**src/rtl/te_sync_scheduler.sv**
```systemverilog
// Sync-packet scheduler for the trace encoder: decides when a PROGTRACESYNC is
// requested and with which cause, from trace-control events and a periodic counter.
module te_sync_scheduler #(
    parameter int PERIODIC_SYNC_COUNT_WIDTH = 20,
    parameter int IRETIRE_WIDTH             = 3
) (
    input  logic                                 clk,
    input  logic                                 reset_n,
    input  logic                                 trace_en,
    input  logic [1:0]                           sync_mode,
    input  logic [PERIODIC_SYNC_COUNT_WIDTH-1:0] sync_period,
    input  logic                                 pkt_sent,
    input  logic [IRETIRE_WIDTH-1:0]             iretire_cnt,
    input  logic                                 exit_debug,
    input  logic                                 fifo_ovf_restart,
    input  logic                                 ext_trig,
    output logic                                 sync_req,
    output logic [3:0]                           sync_cause,
    input  logic                                 sync_ack,
    output logic [PERIODIC_SYNC_COUNT_WIDTH-1:0] sync_cnt
);

    localparam int PSW = PERIODIC_SYNC_COUNT_WIDTH;

    typedef logic [PSW:0] wide_t;

    typedef enum logic [1:0] {
        SYNC_OFF      = 2'd0,
        PKT_COUNT     = 2'd1,
        CYCLE_COUNT   = 2'd2,
        IRETIRE_COUNT = 2'd3
    } inst_sync_mode_e;

    typedef enum logic [3:0] {
        CAUSE_EXT_TRIG   = 4'h0,
        CAUSE_EXIT_RESET = 4'h1,
        CAUSE_PERIODIC   = 4'h2,
        CAUSE_EXIT_DEBUG = 4'h3,
        CAUSE_TRACE_EN   = 4'h5,
        CAUSE_FIFO_OVF   = 4'h7
    } sync_cause_e;

    typedef enum logic [1:0] {
        S_IDLE,
        S_RUN,
        S_PEND
    } state_e;

    state_e          state;
    sync_cause_e     cause_q;
    inst_sync_mode_e mode_q;
    logic            rst_flag;
    logic            pend_rst, pend_en, pend_dbg, pend_ovf, pend_trg, pend_per;

    wide_t           inc;
    wide_t           sum;
    logic [PSW-1:0]  next_cnt;
    logic            mode_changed;
    logic            per_hit;
    logic            nx_dbg, nx_ovf, nx_trg, nx_per;
    logic            any_pend;
    sync_cause_e     cause_sel;

    assign sync_cause = cause_q;

    always_comb begin
        // NOTE: every combinational output gets a default first so no path leaves it unassigned (no latch).
        inc          = '0;
        mode_changed = (inst_sync_mode_e'(sync_mode) != mode_q);
        case (inst_sync_mode_e'(sync_mode))
            PKT_COUNT:     inc = wide_t'(pkt_sent);
            CYCLE_COUNT:   inc = wide_t'(1);
            IRETIRE_COUNT: inc = wide_t'(iretire_cnt);
            default:       inc = '0;
        endcase

        // One extra bit of headroom lets the counter saturate instead of wrapping.
        sum = {1'b0, sync_cnt} + inc;
        if (mode_changed)
            next_cnt = '0;
        else if (sum[PSW])
            next_cnt = '1;
        else
            next_cnt = sum[PSW-1:0];

        per_hit = (inst_sync_mode_e'(sync_mode) != SYNC_OFF) && (sync_period != '0)
                  && (next_cnt >= sync_period);

        nx_dbg   = pend_dbg | exit_debug;
        nx_ovf   = pend_ovf | fifo_ovf_restart;
        nx_trg   = pend_trg | ext_trig;
        nx_per   = pend_per | per_hit;
        any_pend = pend_rst | pend_en | nx_dbg | nx_ovf | nx_trg | nx_per;

        if (pend_rst)    cause_sel = CAUSE_EXIT_RESET;
        else if (pend_en) cause_sel = CAUSE_TRACE_EN;
        else if (nx_dbg) cause_sel = CAUSE_EXIT_DEBUG;
        else if (nx_ovf) cause_sel = CAUSE_FIFO_OVF;
        else if (nx_trg) cause_sel = CAUSE_EXT_TRIG;
        else             cause_sel = CAUSE_PERIODIC;
    end

    // NOTE: all state is updated with non-blocking assignments so every register samples pre-edge values.
    always_ff @(posedge clk or negedge reset_n) begin
        if (!reset_n) begin
            state    <= S_IDLE;
            sync_req <= 1'b0;
            cause_q  <= CAUSE_EXT_TRIG;
            sync_cnt <= '0;
            mode_q   <= SYNC_OFF;
            rst_flag <= 1'b1;
            pend_rst <= 1'b0;
            pend_en  <= 1'b0;
            pend_dbg <= 1'b0;
            pend_ovf <= 1'b0;
            pend_trg <= 1'b0;
            pend_per <= 1'b0;
        end else begin
            mode_q <= inst_sync_mode_e'(sync_mode);
            if (!trace_en) begin
                // Disabling trace aborts any outstanding request without waiting for ack.
                state    <= S_IDLE;
                sync_req <= 1'b0;
                sync_cnt <= '0;
                pend_rst <= 1'b0;
                pend_en  <= 1'b0;
                pend_dbg <= 1'b0;
                pend_ovf <= 1'b0;
                pend_trg <= 1'b0;
                pend_per <= 1'b0;
            end else begin
                case (state)
                    S_IDLE: begin
                        // Enabling always creates a cause, so the request goes out next cycle.
                        state    <= S_PEND;
                        sync_req <= 1'b1;
                        if (rst_flag) begin
                            rst_flag <= 1'b0;
                            pend_rst <= 1'b1;
                            cause_q  <= CAUSE_EXIT_RESET;
                        end else begin
                            pend_en  <= 1'b1;
                            cause_q  <= CAUSE_TRACE_EN;
                        end
                    end
                    S_RUN: begin
                        sync_cnt <= next_cnt;
                        pend_dbg <= nx_dbg;
                        pend_ovf <= nx_ovf;
                        pend_trg <= nx_trg;
                        pend_per <= nx_per;
                        if (any_pend) begin
                            state    <= S_PEND;
                            sync_req <= 1'b1;
                            cause_q  <= cause_sel;
                        end
                    end
                    S_PEND: begin
                        if (sync_ack) begin
                            // One sync covers every cause; pulses arriving now still count.
                            state    <= S_RUN;
                            sync_req <= 1'b0;
                            sync_cnt <= '0;
                            pend_rst <= 1'b0;
                            pend_en  <= 1'b0;
                            pend_dbg <= exit_debug;
                            pend_ovf <= fifo_ovf_restart;
                            pend_trg <= ext_trig;
                            pend_per <= 1'b0;
                        end else begin
                            sync_cnt <= next_cnt;
                            pend_dbg <= nx_dbg;
                            pend_ovf <= nx_ovf;
                            pend_trg <= nx_trg;
                            pend_per <= nx_per;
                        end
                    end
                    default: begin
                        state    <= S_IDLE;
                        sync_req <= 1'b0;
                    end
                endcase
            end
        end
    end

endmodule
```
**config.mk**
```make
export PLATFORM = sky130hd
export DESIGN_NAME = te_sync_scheduler
export DESIGN_NICKNAME = d
export VERILOG_FILES = /design/src/rtl/te_sync_scheduler.sv
export SDC_FILE = /design/constraint.sdc
export NUM_CORES = 1
export LEC_CHECK = 0
export CAP_MARGIN = 40
export CORE_MARGIN = 2
export CORE_UTILIZATION = 54
export CTS_BUF_LIST = sky130_fd_sc_hd__clkbuf_8
export CTS_CLUSTER_DIAMETER = 150
export DETAILED_ROUTE_END_ITERATION = 12
export PLACE_DENSITY = 0.95
export SYNTH_ARGS = -nofsm -noshare
export SYNTH_HDL_FRONTEND = slang
export SYNTH_SLANG_ARGS = --single-unit
export TNS_END_PERCENT = 50
```
**constraint.sdc**
```tcl
create_clock -name clk -period 4.7 [get_ports clk]
set_input_delay 0.47 -clock clk [delete_from_list [all_inputs] [get_ports clk]]
set_output_delay 0.47 -clock clk [all_outputs]
set_load 0.02 [all_outputs]
```
== Word level (Yosys, flattened, before mapping) ==
Index checks and enable logic that the tools add are counted.

* Logic and storage cells: 87
* Output and inout port bits: 25
* Register bits after elaboration: 36
* Bits in read-only memories: 0
* Memory bits (writable): 0
* Bits in latches: 0
* Memories kept: 0

* $mul: 0
* Multiplexer cells: 40
* Shift-type cells: 0
* Equality and inequality tests: 13
* Order comparisons: 1
* Add/sub/neg operators: 1
* Div/mod/pow operators: 0
* Reductions and logical operators: 11
* Bitwise logic cells: 9

{| class="wikitable"
|+ Operators by type and width
! operator !! count
|-
| 20-bit 2-to-1 mux || 4
|-
| 20-bit case mux with 2 select lines || 1
|-
| 20-bit by 21-bit adder with 21-bit output || 1
|-
| 20-bit >= comparator || 1
|-
| 20-bit nonzero test || 1
|-
| 1-bit 2-to-1 mux || 15
|-
| 3-bit 2-to-1 mux || 5
|-
| 3-bit != test, second input constant || 4
|-
| 1-bit case mux with 2 select lines || 6
|-
| 1-bit OR || 9
|-
| 3-bit case mux with 3 select lines || 1
|-
| 3-bit AND reduction || 3
|-
| 2-bit 2-to-1 mux || 4
|-
| 4-bit case mux with 2 select lines || 1
|-
| 2-bit equality test, second input constant || 3
|-
| 3-bit by 1-bit != test with 1-bit output, second input constant || 2
|-
| 2-bit case mux with 3 select lines || 1
|-
| 2-bit by 1-bit equality test with 1-bit output, second input constant || 2
|-
| 4-bit 2-to-1 mux || 1
|-
| 2-bit AND reduction || 2
|-
| 2-bit nonzero test || 2
|-
| 1-bit case mux with 3 select lines || 1
|-
| 1-bit logical AND || 2
|-
| 2-bit zero test || 1
|-
| 2 further kinds || 2
|}

== Logic depth before layout (Yosys ltp) ==
* Depth in word-level cells: 12
* Gate-level depth with buffers: 18
* Gate-level depth less buffers: 17

== Least setup slack after synthesis ==
OpenSTA, ideal clock, no wires.

* Kind: input to register
* Start: input pkt_sent
* End: register cause_q[0], in the netlist sync_cause[0]
* Stages: 17
* Slack: 843 ps
* Data arrival time: 3736 ps
* Cells stage by stage: a21oi_1 a31oi_1 ha_1 fa_1 a21oi_1 nor3_2 and3_2 nand2b_1 buf_6 buf_6 a21oi_1 ha_1 nand4_1 or4_1 o2111ai_1 nand3_1 a22o_1

* Word-level cells in the longest chain between the ends: 10

{| class="wikitable"
|+ Ends and longest elaborated chain
! what !! RTL line !! RTL
|-
| start: declaration || 12 || <nowiki>input logic pkt_sent,</nowiki>
|-
| 3-bit case mux with 3 select lines || 70 || <nowiki>case (inst_sync_mode_e'(sync_mode))</nowiki>
|-
| 20-bit by 21-bit adder with 21-bit output || 78 || <nowiki>sum = {1'b0, sync_cnt} + inc;</nowiki>
|-
| 20-bit 2-to-1 mux || 81 || <nowiki>else if (sum[PSW])</nowiki>
|-
| 20-bit 2-to-1 mux || 79 || <nowiki>if (mode_changed)</nowiki>
|-
| 20-bit >= comparator || 87 || <nowiki>&& (next_cnt >= sync_period);</nowiki>
|-
| 1-bit logical AND || 87 ||
|-
| 1-bit OR || 92 || <nowiki>nx_per = pend_per | per_hit;</nowiki>
|-
| 1-bit OR || 93 || <nowiki>any_pend = pend_rst | pend_en | nx_dbg | nx_ovf | nx_trg | nx_per;</nowiki>
|-
| 2-bit != test (no line) || -- ||
|-
| 3-bit AND reduction (no line) || -- ||
|-
| end signal: assignment || 155 || <nowiki>cause_q <= cause_sel;</nowiki>
|-
| end: declaration || 50 || <nowiki>sync_cause_e cause_q;</nowiki>
|}

No other way between the ends.
A chain may end at the register's enable or synchronous reset.

== Worst setup path in the final report ==
* Start: input sync_mode[1]
* End: register cause_q[0], in the netlist sync_cause[0]

* Word-level cells in the longest chain between the ends: 11
* Elaborated cells on any way between the ends: 16
* Classes of those cells: 1 x add/sub; 1 x order compare; 5 x eq/ne; 3 x mux; 2 x bitwise; 4 x reduce/logical

{| class="wikitable"
|+ Ends and longest elaborated chain
! what !! RTL line !! RTL
|-
| start: declaration || 10 || <nowiki>input logic [1:0] sync_mode,</nowiki>
|-
| 2-bit equality test / 2-bit by 1-bit equality test with 1-bit output (equally long branches) || 70 ||
|-
| 3-bit case mux with 3 select lines || 70 ||
|-
| 20-bit by 21-bit adder with 21-bit output || 78 ||
|-
| 20-bit 2-to-1 mux || 81 ||
|-
| 20-bit 2-to-1 mux || 79 ||
|-
| 20-bit >= comparator || 87 ||
|-
| 1-bit logical AND * || 87 ||
|-
| 1-bit OR * || 92 ||
|-
| 1-bit OR * || 93 ||
|-
| 2-bit != test (no line) * || -- ||
|-
| 3-bit AND reduction (no line) * || -- ||
|}

Mark *: on every way between the ends. The rest lies on a longest branch, timed or not.

==> metrics.txt <==
largest net degree at the start of global routing=35; Num CTS Buffers=5; outcome=complete, no violations; Final GP Congestion=0.944; Post-synth EDFFs=0; average size of a mapped cell=7.92 um^2; dpl hpwl=5.94 mm; max cap viols=0; syn nets=411; initial drt markers=166; Crit. End Element=flip-flop; Die Width=76.1 um; Final Cycle Share=0.951; I/O pin total=58; Area growth syn-to-layout=25.4%; Post-Synthesis Cells=354; WL/cell=16.5 um; Top FF cell, synth=dfrtp_1; sequential area share after synthesis=0.304; Slew headroom=0.430; drt pass-1 iters=5; Crit Path Class=in2reg; CTS tree=done; met3 GRT Util=0.0533; DIE AREA=0.00579 mm^2; grt met1 use=0.333; Residual DRC=0; Final min period=4.47 ns; nets@finish=467; Detailed Route WL=7.94 mm; Clock H-tree levels=2; clock skew=0.00299 ns; Sink Count=34; # setup viols final=0; maximum clock rate=224 MHz; pwr dens=188 mW/mm^2; vias in the first global route=2811; final hold viol count=0; Worst EP arrival=4.65 ns; CTS root buffer=clkbuf_8; Antenna Nets Post-Route=0; synth warn=0; setup TNS=0 ns; Worst setup SP type=input pin; Core Region=0.00507 mm^2; commonest non-fill, non-tap cell in the layout=clkdlybuf4s50_1; post-synthesis register bit count=34; GR Layer Usage met2=0.472; grt peak-use layer=met2; max-slew violations=0; Total Routing Usage GR=0.273; Netlist cell types=51; RSZ-0062 raised after global routing=no; leakage power=1.54 nW; most frequent cells in the layout=56 x clkdlybuf4s50_1, 41 x a21oi_1, 33 x dfrtp_1; grt ovf=0; clk_lat worst skew=0.29 ns; Post-synth ARST share=1.00; # rows=26; clock transition at the registers of the reported paths=0.07 ns; vias post-DR=2914; Crit Path Max Fanout=9; Starting Density=0.553; share of cells above drive strength 1=0.0608; VDD IR max=0.000127 V; Synth Cell Area=0.00281 mm^2; # diodes=0; Die Height=76.1 um; Required @ worst endpoint=4.88 ns; global-route wire length before repair=12.9 mm; IO buf count=56; worst-margin pin slew=0.854 ns; Hold Crit Class=reg2reg; number of buffers on the longest clock path=2; vias per inst=6.06; Overall Power=0.663 mW; initial antenna violation count=0
cells in the mapped netlist (3+ instances only):
cell / instances / area share
nor3_1: 5 / 0.0089
and3_1: 5 / 0.011
clkbuf_1: 8 / 0.011
a22o_1: 10 / 0.031
nand4_1: 7 / 0.016
nor2_1: 29 / 0.039
nand2_1: 32 / 0.043
a21oi_1: 41 / 0.073
dfrtp_1: 33 / 0.29
nor2b_1: 4 / 0.0089
xor2_1: 7 / 0.022
nand3_1: 8 / 0.014
nand2b_1: 5 / 0.011
a21o_1: 8 / 0.021
o21ai_0: 27 / 0.048
o21ai_1: 13 / 0.023
a211oi_1: 3 / 0.0080
inv_1: 29 / 0.039
buf_6: 3 / 0.012
o22ai_1: 4 / 0.0089
ha_1: 23 / 0.10
xnor2_1: 9 / 0.028
nor4_1: 7 / 0.016
o2bb2ai_1: 3 / 0.0094
repair_timing:
action                     in CTS  in global routing
hold endpoints to repair        0                  0
setup endpoints to repair       0                  5
hold buffers                    0                  0
resized for setup               0                  1
setup buffers                   0                  0
flip-flops by register name, indices dropped and copies added, names as in the netlist:
| name | count |
|---|---|
| rst_flag | 1 |
| sync_cnt | 20 |
| pend_dbg | 1 |
| pend_trg | 1 |
| pend_rst | 1 |
| sync_cause | 3 |
| pend_ovf | 1 |
| state | 2 |
| pend_per | 1 |
| mode_q | 2 |
| pend_en | 1 |
power breakdown:
part	internal (mW)	leakage [nW]	switching [mW]
Clock	0.116	0.0524	0.108
Sequential	0.300	0.453	0.00928
Combinational	0.0576	1.03	0.0723
through the flow:
stage	util	hold WS (ns)	worst slack, ns	std cells	instance area (um^2)
5_1_grt	0.693	0.518	0.0250	481	3520
6_report	0.693	0.500	0.231	481	3520
4_1_cts	0.692	0.500	0.271	481	3510
2_1_floorplan	-	0.174	0.843	354	2810
3_5_place_dp	0.674	0.485	0.0116	473	3420
3_3_place_gp	0.674	0.485	0.175	473	3420
worst max-delay path, cell delays in order:
cell and delay, ns:
clkdlybuf4s50_1 0.51, a21oi_1 0.17, a31oi_1 0.07, ha_1 0.23, fa_1 0.40, a21oi_1 0.32
nor3_2 0.09, and3_2 0.25, nand2b_1 0.23, a21oi_1 0.11, ha_1 0.33, nand4_1 0.16
or4_1 0.60, o2111ai_1 0.28, nand3_1 0.19, a22o_1 0.21
layer usage:
layer  vias up  wire (um)
met1      1356       3280
met4         0        294
met5         -          0
li1       1374          -
met2       149       3810
met3        35        551
layout make-up:
type / instances / area [um^2]
fillers: 422 / 1560
multi-input cells: 277 / 1770
flip-flops and latches: 34 / 852
clock buffers: 6 / 82.6
well taps: 70 / 87.6
clock inverters: 2 / 8.76
repair buffers: 61 / 598
inverters: 31 / 116
worst paths after layout:
kind | slack (ns) | cells after the start | start | end
max | 0.23 | 16 | sync_mode[1] | sync_cause[0]$_DFFE_PN0P_
min | 0.50 | 1 | sync_cause[1]$_DFFE_PN0P_ | sync_cause[1]$_DFFE_PN0P_
max reg2reg | 0.76 | 13 | sync_cnt[0]$_DFFE_PN0P_ | sync_cause[0]$_DFFE_PN0P_
min reg2reg | 0.50 | 1 | sync_cause[1]$_DFFE_PN0P_ | sync_cause[1]$_DFFE_PN0P_
max in group asynchronous | 3.78 | 2 | reset_n | rst_flag$_DFFE_PN1P_
min in group asynchronous | 0.59 | 2 | reset_n | pend_trg$_DFFE_PN0P_
logic make-up (layout without fill, tap and decap cells):
| family | after synthesis | in the layout | synth area share |
|---|---|---|---|
| compound gates | 122 | 122 | 0.261 |
| xor+xnor | 16 | 16 | 0.0500 |
| fa+ha+maj | 24 | 24 | 0.110 |
| buf+inv | 43 | 100 | 0.0669 |
| flops | 34 | 34 | 0.304 |
| mux | 1 | 1 | 0.00357 |
| other cells | 1 | 1 | 0.00134 |
| simple gates | 113 | 113 | 0.204 |
Power figures use the tool's default switching activity.
